<file path="config.mk">
export PLATFORM = sky130hd
export DESIGN_NAME = panel_power_sequencer
export DESIGN_NICKNAME = d
export VERILOG_FILES = /design/src/rtl/lvds_panel_pkg.sv /design/src/rtl/panel_sync_in.sv /design/src/rtl/panel_power_sequencer.sv
export SDC_FILE = /design/constraint.sdc
export NUM_CORES = 1
export LEC_CHECK = 0
export BUFFER_PORTS_ARGS = -buffer_cell sky130_fd_sc_hd__clkbuf_2
export CELL_PAD_IN_SITES_DETAIL_PLACEMENT = 1
export CELL_PAD_IN_SITES_GLOBAL_PLACEMENT = 2
export CORE_ASPECT_RATIO = 1.2
export CORE_MARGIN = 3
export CORE_UTILIZATION = 40
export DETAILED_ROUTE_END_ITERATION = 12
export GPL_TIMING_DRIVEN = 0
export MAX_ROUTING_LAYER = met4
export PLACE_DENSITY_LB_ADDON = 0.1
export REMOVE_ABC_BUFFERS = 1
export SYNTH_ARGS = -nofsm -noshare
export SYNTH_HDL_FRONTEND = slang
export SYNTH_SLANG_ARGS = --single-unit
</file>
<file path="constraint.sdc">
create_clock -name clk -period 5 [get_ports clk]
set_clock_uncertainty 0.05 [all_clocks]
set_input_delay 0.5 -clock clk [delete_from_list [all_inputs] [get_ports clk]]
set_output_delay 0.5 -clock clk [all_outputs]
set_load 0.01 [all_outputs]
</file>
<file path="src/rtl/lvds_panel_pkg.sv">
// Shared definitions for the LVDS panel power sequencer: state encoding,
// default stage delays (62.5 MHz dot clock) and the stage-counter load helper.
package lvds_panel_pkg;

    localparam int CNT_W = 25;
    localparam logic [CNT_W-1:0] CNT_ONE = 25'd1;

    // Default stage delays in dot-clock cycles
    localparam int unsigned T_VDD_LVDS_DEF     = 32'd3125000;   // 50 ms
    localparam int unsigned T_LVDS_BL_DEF      = 32'd12500000;  // 200 ms
    localparam int unsigned T_BL_LVDS_DEF      = 32'd12500000;  // 200 ms
    localparam int unsigned T_LVDS_VDD_DEF     = 32'd3125000;   // 50 ms
    localparam int unsigned T_OFF_MIN_DEF      = 32'd31250000;  // 500 ms
    localparam int unsigned T_SYNC_TIMEOUT_DEF = 32'd4194304;   // 2^22 cycles without a frame start

    typedef enum logic [3:0] {
        ST_OFF       = 4'd0,
        ST_VDD_UP    = 4'd1,
        ST_LVDS_UP   = 4'd2,
        ST_SYNC_WAIT = 4'd3,
        ST_BL_WAIT   = 4'd4,
        ST_RUN       = 4'd5,
        ST_BL_DOWN   = 4'd6,
        ST_LVDS_DOWN = 4'd7,
        ST_OFF_HOLD  = 4'd8
    } panel_state_t;

    // A stage lasting t cycles loads t-1; the exit happens on the cycle the counter reads 0.
    function automatic logic [CNT_W-1:0] cnt_load(input int unsigned t);
        return (t == 32'd0) ? '0 : CNT_W'(t - 32'd1);
    endfunction

endpackage

</file>
<file path="src/rtl/panel_sync_in.sv">
// Input conditioning: 2-flop synchroniser for the DCM LOCKED flag and a
// rising-edge detector on VSync (end of the active-low sync pulse = frame start).
module panel_sync_in (
    input  logic i_clk,
    input  logic i_rst,
    input  logic i_clk_locked,
    input  logic i_vsync,
    output logic o_locked,
    output logic o_vsync_rise
);

    logic r_lock_meta;
    logic r_lock_sync;
    logic r_vsync_q;

    // Synchronise LOCKED into the dot-clock domain and keep last VSync level
    always_ff @(posedge i_clk or posedge i_rst) begin
        if (i_rst) begin
            r_lock_meta <= 1'b0;
            r_lock_sync <= 1'b0;
            r_vsync_q   <= 1'b0;
        end else begin
            r_lock_meta <= i_clk_locked;
            r_lock_sync <= r_lock_meta;
            r_vsync_q   <= i_vsync;
        end
    end

    assign o_locked     = r_lock_sync;
    assign o_vsync_rise = i_vsync & ~r_vsync_q;

endmodule

</file>
<file path="src/rtl/panel_power_sequencer.sv">
// LVDS panel power sequencer: orders panel supply, serializer, video gate and
// backlight on power-up and power-down, enforcing every stage delay with one
// shared down-counter; loss of DCM lock forces a sticky fault and a full,
// orderly power-down.
module panel_power_sequencer
    import lvds_panel_pkg::*;
#(
    parameter int unsigned T_VDD_LVDS     = T_VDD_LVDS_DEF,
    parameter int unsigned T_LVDS_BL      = T_LVDS_BL_DEF,
    parameter int unsigned T_BL_LVDS      = T_BL_LVDS_DEF,
    parameter int unsigned T_LVDS_VDD     = T_LVDS_VDD_DEF,
    parameter int unsigned T_OFF_MIN      = T_OFF_MIN_DEF,
    parameter int unsigned T_SYNC_TIMEOUT = T_SYNC_TIMEOUT_DEF
) (
    input  logic clk,
    input  logic rst,
    input  logic panel_on,
    input  logic clk_locked,
    input  logic vsync,
    output logic panel_vdd,
    output logic lvds_en,
    output logic video_en,
    output logic backlight_en,
    output logic ready,
    output logic fault
);

    panel_state_t     r_state;
    logic [CNT_W-1:0] r_cnt;
    logic             r_panel_vdd;
    logic             r_lvds_en;
    logic             r_video_en;
    logic             r_backlight_en;
    logic             r_ready;
    logic             r_fault;

    logic w_locked;
    logic w_vsync_rise;
    logic w_lock_lost;
    logic w_abort;
    logic w_cnt_zero;

    panel_sync_in u_sync_in (
        .i_clk        (clk),
        .i_rst        (rst),
        .i_clk_locked (clk_locked),
        .i_vsync      (vsync),
        .o_locked     (w_locked),
        .o_vsync_rise (w_vsync_rise)
    );

    assign w_lock_lost = ~w_locked;
    assign w_abort     = ~panel_on | w_lock_lost;
    assign w_cnt_zero  = (r_cnt == '0);

    // Sequencer FSM: state, stage counter, sticky fault and all registered outputs
    always_ff @(posedge clk or posedge rst) begin
        if (rst) begin
            r_state        <= ST_OFF;
            r_cnt          <= '0;
            r_panel_vdd    <= 1'b0;
            r_lvds_en      <= 1'b0;
            r_video_en     <= 1'b0;
            r_backlight_en <= 1'b0;
            r_ready        <= 1'b0;
            r_fault        <= 1'b0;
        end else begin
            // Lock loss latches fault while the panel is (or may be) powered
            if (w_lock_lost && (r_state != ST_OFF) && (r_state != ST_OFF_HOLD)) begin
                r_fault <= 1'b1;
            end

            case (r_state)
                ST_OFF: begin
                    // A fault is acknowledged only by dropping the request while off
                    if (!panel_on) begin
                        r_fault <= 1'b0;
                    end
                    if (panel_on && w_locked && !r_fault) begin
                        r_state     <= ST_VDD_UP;
                        r_cnt       <= cnt_load(T_VDD_LVDS);
                        r_panel_vdd <= 1'b1;
                    end else begin
                        r_cnt <= '0;
                    end
                end
                ST_VDD_UP: begin
                    // Serializer never started: skip straight to supply ramp-down
                    if (w_abort) begin
                        r_state <= ST_LVDS_DOWN;
                        r_cnt   <= cnt_load(T_LVDS_VDD);
                    end else if (w_cnt_zero) begin
                        r_state   <= ST_LVDS_UP;
                        r_cnt     <= cnt_load(32'd1);
                        r_lvds_en <= 1'b1;
                    end else begin
                        r_cnt <= r_cnt - CNT_ONE;
                    end
                end
                ST_LVDS_UP: begin
                    // One-cycle stage arming the frame-start search
                    if (w_abort) begin
                        r_state <= ST_BL_DOWN;
                        r_cnt   <= cnt_load(T_BL_LVDS);
                    end else begin
                        r_state <= ST_SYNC_WAIT;
                        r_cnt   <= cnt_load(T_SYNC_TIMEOUT);
                    end
                end
                ST_SYNC_WAIT: begin
                    if (w_abort) begin
                        r_state <= ST_BL_DOWN;
                        r_cnt   <= cnt_load(T_BL_LVDS);
                    end else if (w_vsync_rise) begin
                        r_state    <= ST_BL_WAIT;
                        r_cnt      <= cnt_load(T_LVDS_BL);
                        r_video_en <= 1'b1;
                    end else if (w_cnt_zero) begin
                        // Timing generator dead: no video ever shown, unwind the serializer
                        r_state   <= ST_LVDS_DOWN;
                        r_cnt     <= cnt_load(T_LVDS_VDD);
                        r_lvds_en <= 1'b0;
                        r_fault   <= 1'b1;
                    end else begin
                        r_cnt <= r_cnt - CNT_ONE;
                    end
                end
                ST_BL_WAIT: begin
                    if (w_abort) begin
                        r_state <= ST_BL_DOWN;
                        r_cnt   <= cnt_load(T_BL_LVDS);
                    end else if (w_cnt_zero) begin
                        r_state        <= ST_RUN;
                        r_backlight_en <= 1'b1;
                        r_ready        <= 1'b1;
                    end else begin
                        r_cnt <= r_cnt - CNT_ONE;
                    end
                end
                ST_RUN: begin
                    if (w_abort) begin
                        r_state        <= ST_BL_DOWN;
                        r_cnt          <= cnt_load(T_BL_LVDS);
                        r_backlight_en <= 1'b0;
                        r_ready        <= 1'b0;
                    end else begin
                        r_cnt <= '0;
                    end
                end
                ST_BL_DOWN: begin
                    // Power-down stages ignore panel_on so delays are never shortened
                    r_backlight_en <= 1'b0;
                    r_ready        <= 1'b0;
                    if (w_cnt_zero) begin
                        r_state    <= ST_LVDS_DOWN;
                        r_cnt      <= cnt_load(T_LVDS_VDD);
                        r_video_en <= 1'b0;
                        r_lvds_en  <= 1'b0;
                    end else begin
                        r_cnt <= r_cnt - CNT_ONE;
                    end
                end
                ST_LVDS_DOWN: begin
                    if (w_cnt_zero) begin
                        r_state     <= ST_OFF_HOLD;
                        r_cnt       <= cnt_load(T_OFF_MIN);
                        r_panel_vdd <= 1'b0;
                    end else begin
                        r_cnt <= r_cnt - CNT_ONE;
                    end
                end
                ST_OFF_HOLD: begin
                    if (w_cnt_zero) begin
                        r_state <= ST_OFF;
                        r_cnt   <= '0;
                    end else begin
                        r_cnt <= r_cnt - CNT_ONE;
                    end
                end
                default: begin
                    // Illegal encoding: drop everything and restart from OFF
                    r_state        <= ST_OFF;
                    r_cnt          <= '0;
                    r_panel_vdd    <= 1'b0;
                    r_lvds_en      <= 1'b0;
                    r_video_en     <= 1'b0;
                    r_backlight_en <= 1'b0;
                    r_ready        <= 1'b0;
                end
            endcase
        end
    end

    assign panel_vdd    = r_panel_vdd;
    assign lvds_en      = r_lvds_en;
    assign video_en     = r_video_en;
    assign backlight_en = r_backlight_en;
    assign ready        = r_ready;
    assign fault        = r_fault;

endmodule

</file>
Yosys cells after proc, flatten, opt, wreduce, memory -nomap -nowiden
Cells that the tools add are included.
{"block": "word_totals", "register_bits": 37, "input_bits": 5, "output_inout_bits": 6, "word_cells": 106}
{"block": "classes", "addsub": 1, "n_eq_ne": 24, "muxes": 45, "n_bitwise": 9, "reduce_logical": 17}
{"op": "$pmux W25 S9", "count": 1}
{"op": "$mux W25", "count": 8}
{"op": "$mux W24", "count": 2}
{"op": "$mux W4", "count": 11}
{"op": "$pmux W4 S9", "count": 1}
{"op": "$logic_not A25 Y1", "count": 1}
{"op": "$sub A25 B1 Y25 const B", "count": 1}
{"op": "$mux W22", "count": 1}
{"op": "$ne A2 B2 Y1 const B", "count": 11}
{"op": "$eq A4 B3 Y1 const B", "count": 4}
{"op": "$mux W1", "count": 15}
{"op": "$reduce_or A7 Y1", "count": 2}
{"op": "$reduce_or A6 Y1", "count": 2}
{"op": "$ne A3 B3 Y1 const B", "count": 3}
{"op": "$pmux W1 S3", "count": 3}
{"op": "$eq A4 B2 Y1 const B", "count": 2}
{"op": "$reduce_and A4 Y1", "count": 2}
{"op": "$not A1 Y1", "count": 7}
{"op": "$reduce_and A6 Y1", "count": 1}
{"op": "$reduce_and A5 Y1", "count": 1}
{"op": "$eq A4 B1 Y1 const B", "count": 1}
{"op": "$eq A4 B4 Y1 const B", "count": 1}
{"op": "$logic_and A1 B1 Y1", "count": 4}
{"op": "$logic_not A4 Y1", "count": 1}
{"op": "other kinds (10)", "count": 10}

Depth between registers and ports, before layout
Gate-level depths: netlist (run 1).
{"block": "logic_depth", "ltp_word": 8, "ltp_mapped": 9}

Hierarchy
A second synthesis (run 1) with hierarchy kept.
{"block": "hier_totals", "cells_unflattened": 340, "hier_area_um2": 2673.8}
{"mod": "panel_power_sequencer", "instances": 1, "cells_each": 335, "area_per_inst_um2": 2581.2}
{"mod": "panel_sync_in", "instances": 1, "cells_each": 5, "area_per_inst_um2": 92.6}

Worst setup path after synthesis (run 1)
OpenSTA, ideal clock, no wires.
{"block": "synth_path", "kind": "register -> register", "startpoint": "reg r_cnt[20]", "endpoint": "reg r_cnt[0]", "arrival_ps": 2632, "required_ps": 4884, "slack_ps": 2252, "path_stages_with_launch": 8, "n_path_buf": 1, "period_less_slack_ps": 2748, "path_cell_list": "dfrtp_1 > or3_1 > or4b_4 > or4_4 > buf_6 > o41a_4 > o21ai_1 > a22o_1"}
{"block": "synth_between", "elab_chain_cells": 5, "elab_cells_between_ends": 9}
{"element": "start: declaration", "line_no": "panel_power_sequencer.sv:29", "text": "logic [CNT_W-1:0] r_cnt;"}
{"element": "start signal: assignment", "line_no": "panel_power_sequencer.sv:81", "text": "r_cnt <= cnt_load(T_VDD_LVDS);"}
{"element": "start signal: assignment", "line_no": "panel_power_sequencer.sv:91", "text": "r_cnt <= cnt_load(T_LVDS_VDD);"}
{"element": "start signal: assignment", "line_no": "panel_power_sequencer.sv:94", "text": "r_cnt <= cnt_load(32'd1);"}
{"element": "$logic_not A25 Y1 (*)", "line_no": "panel_power_sequencer.sv:54", "text": "assign w_cnt_zero = (r_cnt == '0);"}
{"element": "$mux W25", "line_no": "panel_power_sequencer.sv:118, panel_power_sequencer.sv:154"}
{"element": "$mux W25", "line_no": "panel_power_sequencer.sv:114", "text": "end else if (w_vsync_rise) begin"}
{"element": "$mux W25", "line_no": "panel_power_sequencer.sv:111", "text": "if (w_abort) begin"}
{"element": "$pmux W25 S9", "line_no": "panel_power_sequencer.sv:73", "text": "case (r_state)"}
Mark *: on every way between the ends. The rest lies on a longest branch, timed or not.
A chain may end at the register's enable or synchronous reset.

Final worst setup path (run 1)
{"block": "layout_path", "startpoint": "reg r_cnt[3]", "endpoint": "reg r_cnt[21]"}
{"block": "layout_between", "elab_chain_cells": 5, "elab_cells_between_ends": 12}
{"element": "$sub A25 B1 Y25 or $logic_not A25 Y1 (tied branches)"}
{"element": "$mux W25", "line_no": "panel_power_sequencer.sv:118, panel_power_sequencer.sv:154"}
{"element": "$mux W25", "line_no": "panel_power_sequencer.sv:114"}
{"element": "$mux W25", "line_no": "panel_power_sequencer.sv:111"}
{"element": "$pmux W25 S9", "line_no": "panel_power_sequencer.sv:73"}
Parallel ways exist; a longest one is shown, timed or not. The select of a mux whose other input is x is not followed.

==> results.md, run 1 <==
- Status: completed
- Met3 Usage GRT: 2.86%
- Worst setup SP type: flop
- Commonest non-fill, non-tap cell in the layout: dfrtp_1
- Vias in the first global route: 2,472
- RSZ-0062 raised after global routing: no
- Warnings, synthesis: 0
- R2R Setup Slk: 1.51 ns
- # nets final: 324
- First-pass GRT wire length: 13,300 µm
- Clock power share: 43.1%
- Mapped Area: 2610 µm²
- Most crowded layer after global routing: met2
- Max-Cap Viols: 0
- NetSw: 0.000132 W
- Worst path required time: 5.11 ns
- FILL cells: 747
- Post-CTS Setup Inserts: 0
- CTS tree: yes
- Num CTS Buffers: 5
- Pins Over Slew Limit: 0
- Via/cell ratio: 6.03
- Met1 Use GR: 30.0%
- Post_cts resized: 0
- DR vias: 2,411
- Die width: 79.7 µm
- PD cells: 203 nW/µm²
- Largest net degree at the start of global routing: 38
- Placement-stage worst setup slack: 1.57 ns
- Design area: 2770 µm²
- Setup Viol. Count Final: 0
- Sw frac: 23.5%
- Reg power frac: 53.8%
- Post-Syn Instances: 322
- Flops & latches, synth: 37
- Worst setup EP type: flop
- Fin cells: 400
- Hold slack: 0.250 ns
- WL/cell: 19.4 µm
- Clk pin slew, worst setup/hold paths: 0.08 ns
- Max H-tree Level: 2
- Rows: 31
- DR DRC count: 0
- TNS Setup: 0 ns
- GRT Overall Usage: 23.6%
- Yosys cell types: 53
- Root buffer cell: clkbuf_8
- IO buf count: 10
- Ys async rst share: 100%
- Arrival @ worst endpoint: 3.60 ns
- Cell Int Power: 0.000429 W
- Placed cells: 392
- Commonest cells after routing, fill and taps aside: dfrtp_1, nor2_1, o21ai_0
- # IOs: 11
- Share of layout cells above drive strength 1: 9.12%
- Syn Area/Cell: 8.11 µm²
- Area growth, synth to finish: 6.09%
- Maximum root-to-sink buffer count: 2
- Fin crit period: 3.49 ns
- Core ar.: 6170 µm²
- Comb power frac: 3.1%
- Clock sinks: 37
- Die height: 94.5 µm
- Drt initial violations: 117
- Gp weighted congestion: 0.862
- Worst Tran Pin Value: 1.01 ns
- GRT overflow: 0
- Routed Antenna Nets: 0
- Placed instance area: 2670 µm²
- Period utilization: 69.8%
- Rel. slew slack: 31.4%
- Min-Delay Path Class: input port to flop
- DR pass1 iterations: 4
- Initial Util: 42.3%
- EDFF count, synth: 0
- Die Area: 7530 µm²
- Clock insertion delay at the later pin of the skew report: 0.30 ns
- Post-synthesis sequential area ratio: 35.5%
- Hold Vio Cnt, Final: 0
- N_diodes: 0
- Fmax: 0.287 GHz
- Leakage Power: 0.962 nW
- Post-route setup slack: 1.51 ns
- Worst Path Class, Setup: flop to flop
- Hpwl dp: 5560 µm
- Grt met2 use: 38.0%
- Initial antenna violation count: 0
- Routed WL: 7760 µm
- Crit-path max FO: 10
- Peak supply drop: 94.0 µV
- Main synth FF type: dfrtp_1
- Hold-fix buffers, CTS: 0
path summary, 6_finish.rpt:
| check | from | end | cells after the start |
|---|---|---|---|
| worst max register to register | r_cnt[3] | r_cnt[21] | 6 |
| worst max-delay path | r_cnt[3] | r_cnt[21] | 6 |
| worst min-delay path | clk_locked | u_sync_in.r_lock_meta | 1 |
| max in group asynchronous | rst | r_state[3] | 2 |
| worst min register to register | u_sync_in.r_lock_meta | u_sync_in.o_locked | 0 |
| min in group asynchronous | rst | r_cnt[0] | 2 |
critical path, stage by stage, from the launching register on:
cell     delay (ns)
dfrtp_1        0.41
nor3_1         0.74
nand3_1        0.40
nor4_2         0.97
nand2_1        0.28
a31oi_1        0.33
o21ai_0        0.17
cells by family after synthesis:
kind of cell / share of synthesized area, %
DFF: 35.5
and+or+nand+nor: 25.6
muxes: 0.431
xor gates and xnor gates: 8.05
buffers and inverters: 4.51
AOI/OAI and AO/OA: 25.0
adders and majority gates: 0.959
flip-flops by register name, summed over array words and instances (netlist names):
signal	flops
fault	1
lvds_en	1
panel_vdd	1
r_cnt	25
r_state	4
ready	1
u_sync_in.o_locked	1
u_sync_in.r_lock_meta	1
u_sync_in.r_vsync_q	1
video_en	1
per-layer routing:
layer | vias up | part of all wire [%]
met2 | 41 | 49
met4 | 0 | 3.4
li1 | 1166 | -
met1 | 1187 | 45
met5 | - | 0
met3 | 17 | 3.0
cells in the mapped netlist, drive strengths merged, types with 2 or more instances:
cell	instances	area, µm²
dfrtp	37	926
nor2	32	120
o21ai	31	155
a21oi	25	129
nand2	24	90.1
clkbuf	19	71.3
nor3	15	80.1
xnor2	13	114
o21a	12	90.1
xor2	11	96.3
nand3	8	40.0
nand4	7	43.8
nor2b	7	43.8
or3	7	43.8
a31oi	6	37.5
inv	6	22.5
nor4	5	37.5
o22ai	5	31.3
nand2b	4	25.0
nand3b	4	30.0
o21bai	4	30.0
or4	4	33.8
a41oi	3	26.3
buf	3	23.8
o31ai	3	22.5
or2	3	18.8
a211oi	2	15.0
a22o	2	17.5
a22oi	2	15.0
and2	2	12.5
ha	2	25.0
power groups by stage:
| stage | Sequential [W] | Clock (W) | Combinational, W |
|---|---|---|---|
| after floorplan | 0.000308 | 0 | 0.0000106 |
| after CTS | 0.000302 | 0.000251 | 0.0000182 |
| after global routing | 0.000302 | 0.000261 | 0.0000203 |
| final | 0.000302 | 0.000242 | 0.0000176 |
| after detailed placement | 0.000308 | 0 | 0.0000181 |
| after global placement | 0.000308 | 0 | 0.0000177 |
stage by stage:
stage	util [%]	power (W)
detailed placement	43.3	0.000326
global route	44.9	0.000583
floorplan	-	0.000318
CTS	44.9	0.000571
finish	44.9	0.000561
global placement	43.3	0.000325
area by class of cell:
type	count	area, µm²	share of cell area [%]
Tap cell	82	103	3.71
Inverter	6	22.5	0.813
Timing Repair Buffer	10	50.0	1.81
Clock buffer	7	96.3	3.48
Clock inverter	1	5.00	0.181
Sequential cell	37	926	33.4
Multi-Input combinational cell	257	1570	56.6
Power figures use the tool's default switching activity.
==> run 2, diff against run 1 <==
Settings changed: ABC_AREA set to 1, CORE_UTILIZATION 40 to 36.
Clock period 5 ns to 3.6 ns, I/O delays scaled along.
==> results.md, run 2 <==
- Max H-tree Level: 2
- Flops & latches, synth: 37
- Worst path required time: 3.74 ns
- Die Area: 8770 µm²
- Num CTS Buffers: 5
- Max reg flops: 25
- Initial Util: 37.5%
- GRT Overall Usage: 21.6%
- Routed WL: 8390 µm
- First-pass GRT wire length: 13,800 µm
- Core ar.: 7360 µm²
- # nets final: 398
- Top post-synthesis cells by area: dfrtp_1, nand2_1, nor2_1
- Post_cts resized: 0
- Worst setup SP type: flop
- RSZ-0062 raised after global routing: no
- Routed Antenna Nets: 0
- Setup Viol. Count Final: 0
- Placed instance area: 2880 µm²
- DR DRC count: 0
- Fin crit period: 2.32 ns
- Commonest cells after routing, fill and taps aside: nand2_1, nor2_1, dfrtp_1
- Main synth FF type: dfrtp_1
- Worst Tran Pin Value: 0.843 ns
- Commonest non-fill, non-tap cell in the layout: nand2_1
- Drt initial violations: 50
- Worst Path Class, Setup: flop to flop
- Arrival @ worst endpoint: 2.46 ns
- Peak supply drop: 132 µV
- Flip-flop and latch area: 926 µm²
- Rel. slew slack: 43.6%
- EDFF count, synth: 0
- Via/cell ratio: 5.08
- N_diodes: 0
- Multi-input logic area: 1630 µm²
- Biggest registers after layout: r_cnt (25), r_state (4)
- Leakage Power: 1.40 nW
- Initial antenna violation count: 0
- Max-Cap Viols: 0
- Rows: 34
- Post-layout util: 40.8%
- # IOs: 11
- FILL cells: 963
- Post-CTS Setup Inserts: 0
- Pins Over Slew Limit: 0
- Gp weighted congestion: 0.804
- Biggest register: r_cnt
- Min-Delay Path Class: input port to flop
- Share of layout cells above drive strength 1: 21.7%
- Worst setup EP type: flop
- Design area: 3000 µm²
- Die width: 86.0 µm
- IO buf count: 10
- Hold Vio Cnt, Final: 0
- Die height: 102 µm
- Hold-fix buffers, CTS: 0
- Clock sinks: 37
- Clock insertion delay at the later pin of the skew report: 0.30 ns
- Fmax: 0.431 GHz
- Crit-path max FO: 17
- Worst hold stages: 1
- Ys async rst share: 100%
- Post-synthesis sequential area ratio: 33.5%
- Maximum root-to-sink buffer count: 2
- DR vias: 2,447
- WL/cell: 17.4 µm
- Post-Syn Instances: 378
- Root buffer cell: clkbuf_8
- Area leader, netlist: dfrtp_1
- Period utilization: 64.4%
- GRT overflow: 0
- DR pass1 iterations: 4
- Area growth, synth to finish: 8.74%
- CTS tree: yes
- Vias in the first global route: 2,598
- Yosys cell types: 35
- Largest net degree at the start of global routing: 38
- R2R Setup Slk: 1.28 ns
- Status: completed
- Warnings, synthesis: 0
- Mapped Area: 2760 µm²
- Syn Area/Cell: 7.31 µm²
- Area share of the largest cell type after synthesis: 33.5%
- Clk pin slew, worst setup/hold paths: 0.09 ns
- Worst-case reg-to-reg path depth: 13
- Hpwl dp: 6720 µm
- Total power: 0.000838 W
- Count leader, synth: nand2_1
- Synth top cells by count: nand2_1, nor2_1, dfrtp_1
- Hold slack: 0.113 ns
- TNS Setup: 0 ns
- PD cells: 279 nW/µm²
## run 2: changes by cell type in the layout (fill, tap and decap cells not counted), sizes merged, moves of 5 or more
cell | before | now
o21ai | 31 | 22
nand3 | 8 | 24
o21a | 12 | 0
xnor2 | 13 | 7
o22ai | 5 | 0
nor2b | 7 | 0
nor3 | 15 | 9
inv | 6 | 44
or3 | 7 | 1
a31oi | 6 | 1
nand2 | 24 | 105
nor4 | 5 | 0
nor2 | 32 | 69
## run 2: path summary, 6_finish.rpt
path / start / end
max: r_cnt[0] / r_cnt[22]
min in group asynchronous: rst / r_cnt[9]
max in group asynchronous: rst / r_cnt[13]
min: clk_locked / u_sync_in.r_lock_meta
min reg2reg: u_sync_in.r_lock_meta / u_sync_in.o_locked
max reg2reg: r_cnt[0] / r_cnt[22]
## run 2: critical path, cell delays in order (launching register included)
cell and delay [ns]:
dfrtp_1 0.40, inv_1 0.14, ha_1 0.19, inv_1 0.04, nor2_1 0.07, nand2_1 0.08, nor2_4 0.15, nand3_4 0.23
inv_1 0.17, nand2_1 0.12, o21ai_1 0.25, inv_1 0.12, o21ai_2 0.11, nor2_1 0.08
## run 2: logic make-up after synthesis
kind of cell | share of synthesized area (%)
AOI/OAI and AO/OA | 10.1
xor gates and xnor gates | 6.02
buffers and inverters | 7.47
and+or+nand+nor | 42.0
adders and majority gates | 0.906
DFF | 33.5
## run 2: layout make-up
cell class / instances / area share [%]
clock buffers: 6 / 2.75
clock inverters: 2 / 1.25
inverters: 44 / 5.50
multi-input cells: 293 / 54.3
flip-flops and latches: 37 / 30.8
well taps: 90 / 3.75
repair buffers: 10 / 1.67
## run 2: metal layers
metal,up-vias,share of wire [%],GRT usage (%)
met5,-,0,-
met1,1175,42,24.2
li1,1235,-,-
met3,16,1.1,2.50
met4,0,2.5,7.31
met2,21,54,39.4
## run 2: power by group
part           switching, W  leakage, nW  internal [W]   total, W
combinational     0.0000145        0.949    0.00000232  0.0000168
clock              0.000178       0.0574      0.000226   0.000403
sequential      0.000000675        0.396      0.000417   0.000418
## run 2: stage by stage
| step | instances | setup slack, ns |
|---|---|---|
| floorplan | 374 | 1.80 |
| global placement | 474 | 1.28 |
| detailed placement | 474 | 1.26 |
| CTS | 482 | 1.24 |
| global route | 482 | 1.03 |
| finish | 482 | 1.28 |
==> run 3, diff against run 2 <==
Settings changed: CORE_UTILIZATION 36 to 33.
Clock period 3.6 ns to 1.9 ns, I/O delays scaled along.
==> results.md, run 3 (synthesis results as in run 2) <==
- Hold slack: -0.00824 ns
- Rel. slew slack: 44.3%
- Clk pin slew, worst setup/hold paths: 0.08 ns
- # nets final: 422
- Routed WL: 9030 µm
- Rows: 35
- Biggest register: r_cnt
- First-pass GRT wire length: 14,800 µm
- Worst r2r dst: r_cnt[11]
- Initial Util: 34.9%
- Hold Vio Cnt, Final: 15
- Biggest registers after layout: r_cnt (25), r_state (4)
- Pins Over Slew Limit: 0
- Routed Antenna Nets: 0
- DR vias: 2,554
- Area growth, synth to finish: 23.6%
- Setup Viol. Count Final: 21
- Min-Delay Path Class: input port to asynchronous set/reset pin
- PD cells: 397 nW/µm²
- Largest net degree at the start of global routing: 38
- N_diodes: 0
- Clock sinks: 37
- Worst path required time: 2.04 ns
- Max-Cap Viols: 0
- Vias in the first global route: 2,751
- Fin crit period: 1.96 ns
- Drt initial violations: 81
- Worst Path Class, Setup: flop to flop
- Peak supply drop: 273 µV
- RSZ-0062 raised after global routing: yes
- Maximum root-to-sink buffer count: 2
- Worst Tran Pin Value: 0.834 ns
- Gp weighted congestion: 0.830
- WL/cell: 17.2 µm
- Fin cells: 525
- DR DRC count: 0
- Fmax: 0.511 GHz
- Worst setup EP type: flop
- Crit-path max FO: 6
- CTS tree: yes
- # IOs: 11
- Max H-tree Level: 2
- Period utilization: 103%
- IO buf count: 10
- Status: complete, but fails checks
- Largest stage delay on the critical path: 0.39 ns
- GRT Overall Usage: 21.4%
- Worst-case reg-to-reg path depth: 11
- DR pass1 iterations: 4
- Placed cells: 495
- Initial antenna violation count: 0
- Failing checks: hold timing, setup timing
- Via/cell ratio: 4.86
- Die Area: 9510 µm²
- Arrival @ worst endpoint: 2.10 ns
- Post-route setup slack: -0.0561 ns
- Crit-path leading delay family: simple AND/OR/NAND/NOR gates
- Core ar.: 7930 µm²
- Leakage Power: 1.52 nW
- Die height: 106 µm
- Die width: 89.5 µm
- Hpwl dp: 6870 µm
- Commonest non-fill, non-tap cell in the layout: nand2_1
- Crit path cell chain: inv_2 -> ha_4 -> inv_2 -> nor2_1 -> nand2_1 -> nor2_4 -> nand3_4 -> nand2_4 -> nand4_1 -> a21oi_2 -> nor2_1
- Worst setup SP type: flop
- Clock insertion delay at the later pin of the skew report: 0.29 ns
- Placement-stage worst setup slack: -0.511 ns
- Commonest cells after routing, fill and taps aside: nand2_1, nor2_1, dfrtp_1
- Buf/Inv on CP: 2
- Crit-path slowest cell: dfrtp_1
- FF-to-FF Start: r_cnt[0]
- Max reg flops: 25
- GRT overflow: 0
- Num CTS Buffers: 5
- Root buffer cell: clkbuf_8
- Share of layout cells above drive strength 1: 32.9%
- R2R Setup Slk: -0.06 ns
-- run 3: worst max-delay path by stage --
stage,startpoint,to,cells past startpoint
floorplan,r_cnt[0],r_cnt[18],13
global placement,r_cnt[0],r_cnt[24],13
detailed placement,r_cnt[0],r_cnt[22],13
CTS,r_cnt[0],r_cnt[11],11
global route,r_cnt[0],r_cnt[11],11
finish,r_cnt[0],r_cnt[11],11
-- run 3: final cells by class --
type	instances	area, µm²
timing repair buffer	33	259
fill	1011	4510
inverter	44	165
tap	111	139
clock inverter	1	5.00
sequential	37	927
multi-input combinational	294	1850
clock buffer	5	68.8
-- run 3: routing by layer --
layer | global-route usage [%] | wire [µm] | vias to the layer above
met3 | 2.87 | 113 | 7
li1 | - | - | 1284
met5 | - | 0 | -
met2 | 38.6 | 5110 | 15
met4 | 4.36 | 90 | 0
met1 | 24.9 | 3710 | 1248
-- run 3: stage by stage --
| stage | utilization, % | TNS [ns] | power [W] | area (µm²) |
|---|---|---|---|---|
| after floorplan | - | 0 | 0.000826 | 2720 |
| after global placement | 36.7 | -9.07 | 0.000840 | 2910 |
| after detailed placement | 36.7 | -10.22 | 0.000841 | 2910 |
| after CTS | 41.3 | -0.709 | 0.00139 | 3280 |
| after global routing | 43.1 | -4.36 | 0.00142 | 3410 |
| final | 43.1 | -0.578 | 0.00136 | 3410 |
-- run 3: worst reg2reg max path: stages, from the launching register on --
cell and delay, ns:
dfrtp_1 0.39, inv_2 0.09, ha_4 0.14, inv_2 0.03, nor2_1 0.07, nand2_1 0.10, nor2_4 0.18, nand3_4 0.20
nand2_4 0.15, nand4_1 0.20, a21oi_2 0.22, nor2_1 0.06
-- run 3: timing repair --
item | CTS | global route
hold buffers | 2 | 0
pin swaps | 13 | 21
resized for setup | 34 | 26
setup endpoints to repair | 32 | 32
hold endpoints to repair | 2 | 0
setup buffers | 18 | 3
cloned | 1 | 0
-- run 3: power breakdown --
part	switching, W	internal, W
Clock	0.000288	0.000242
Combinational	0.0000284	0.00000704
Sequential	0.00000116	0.000790
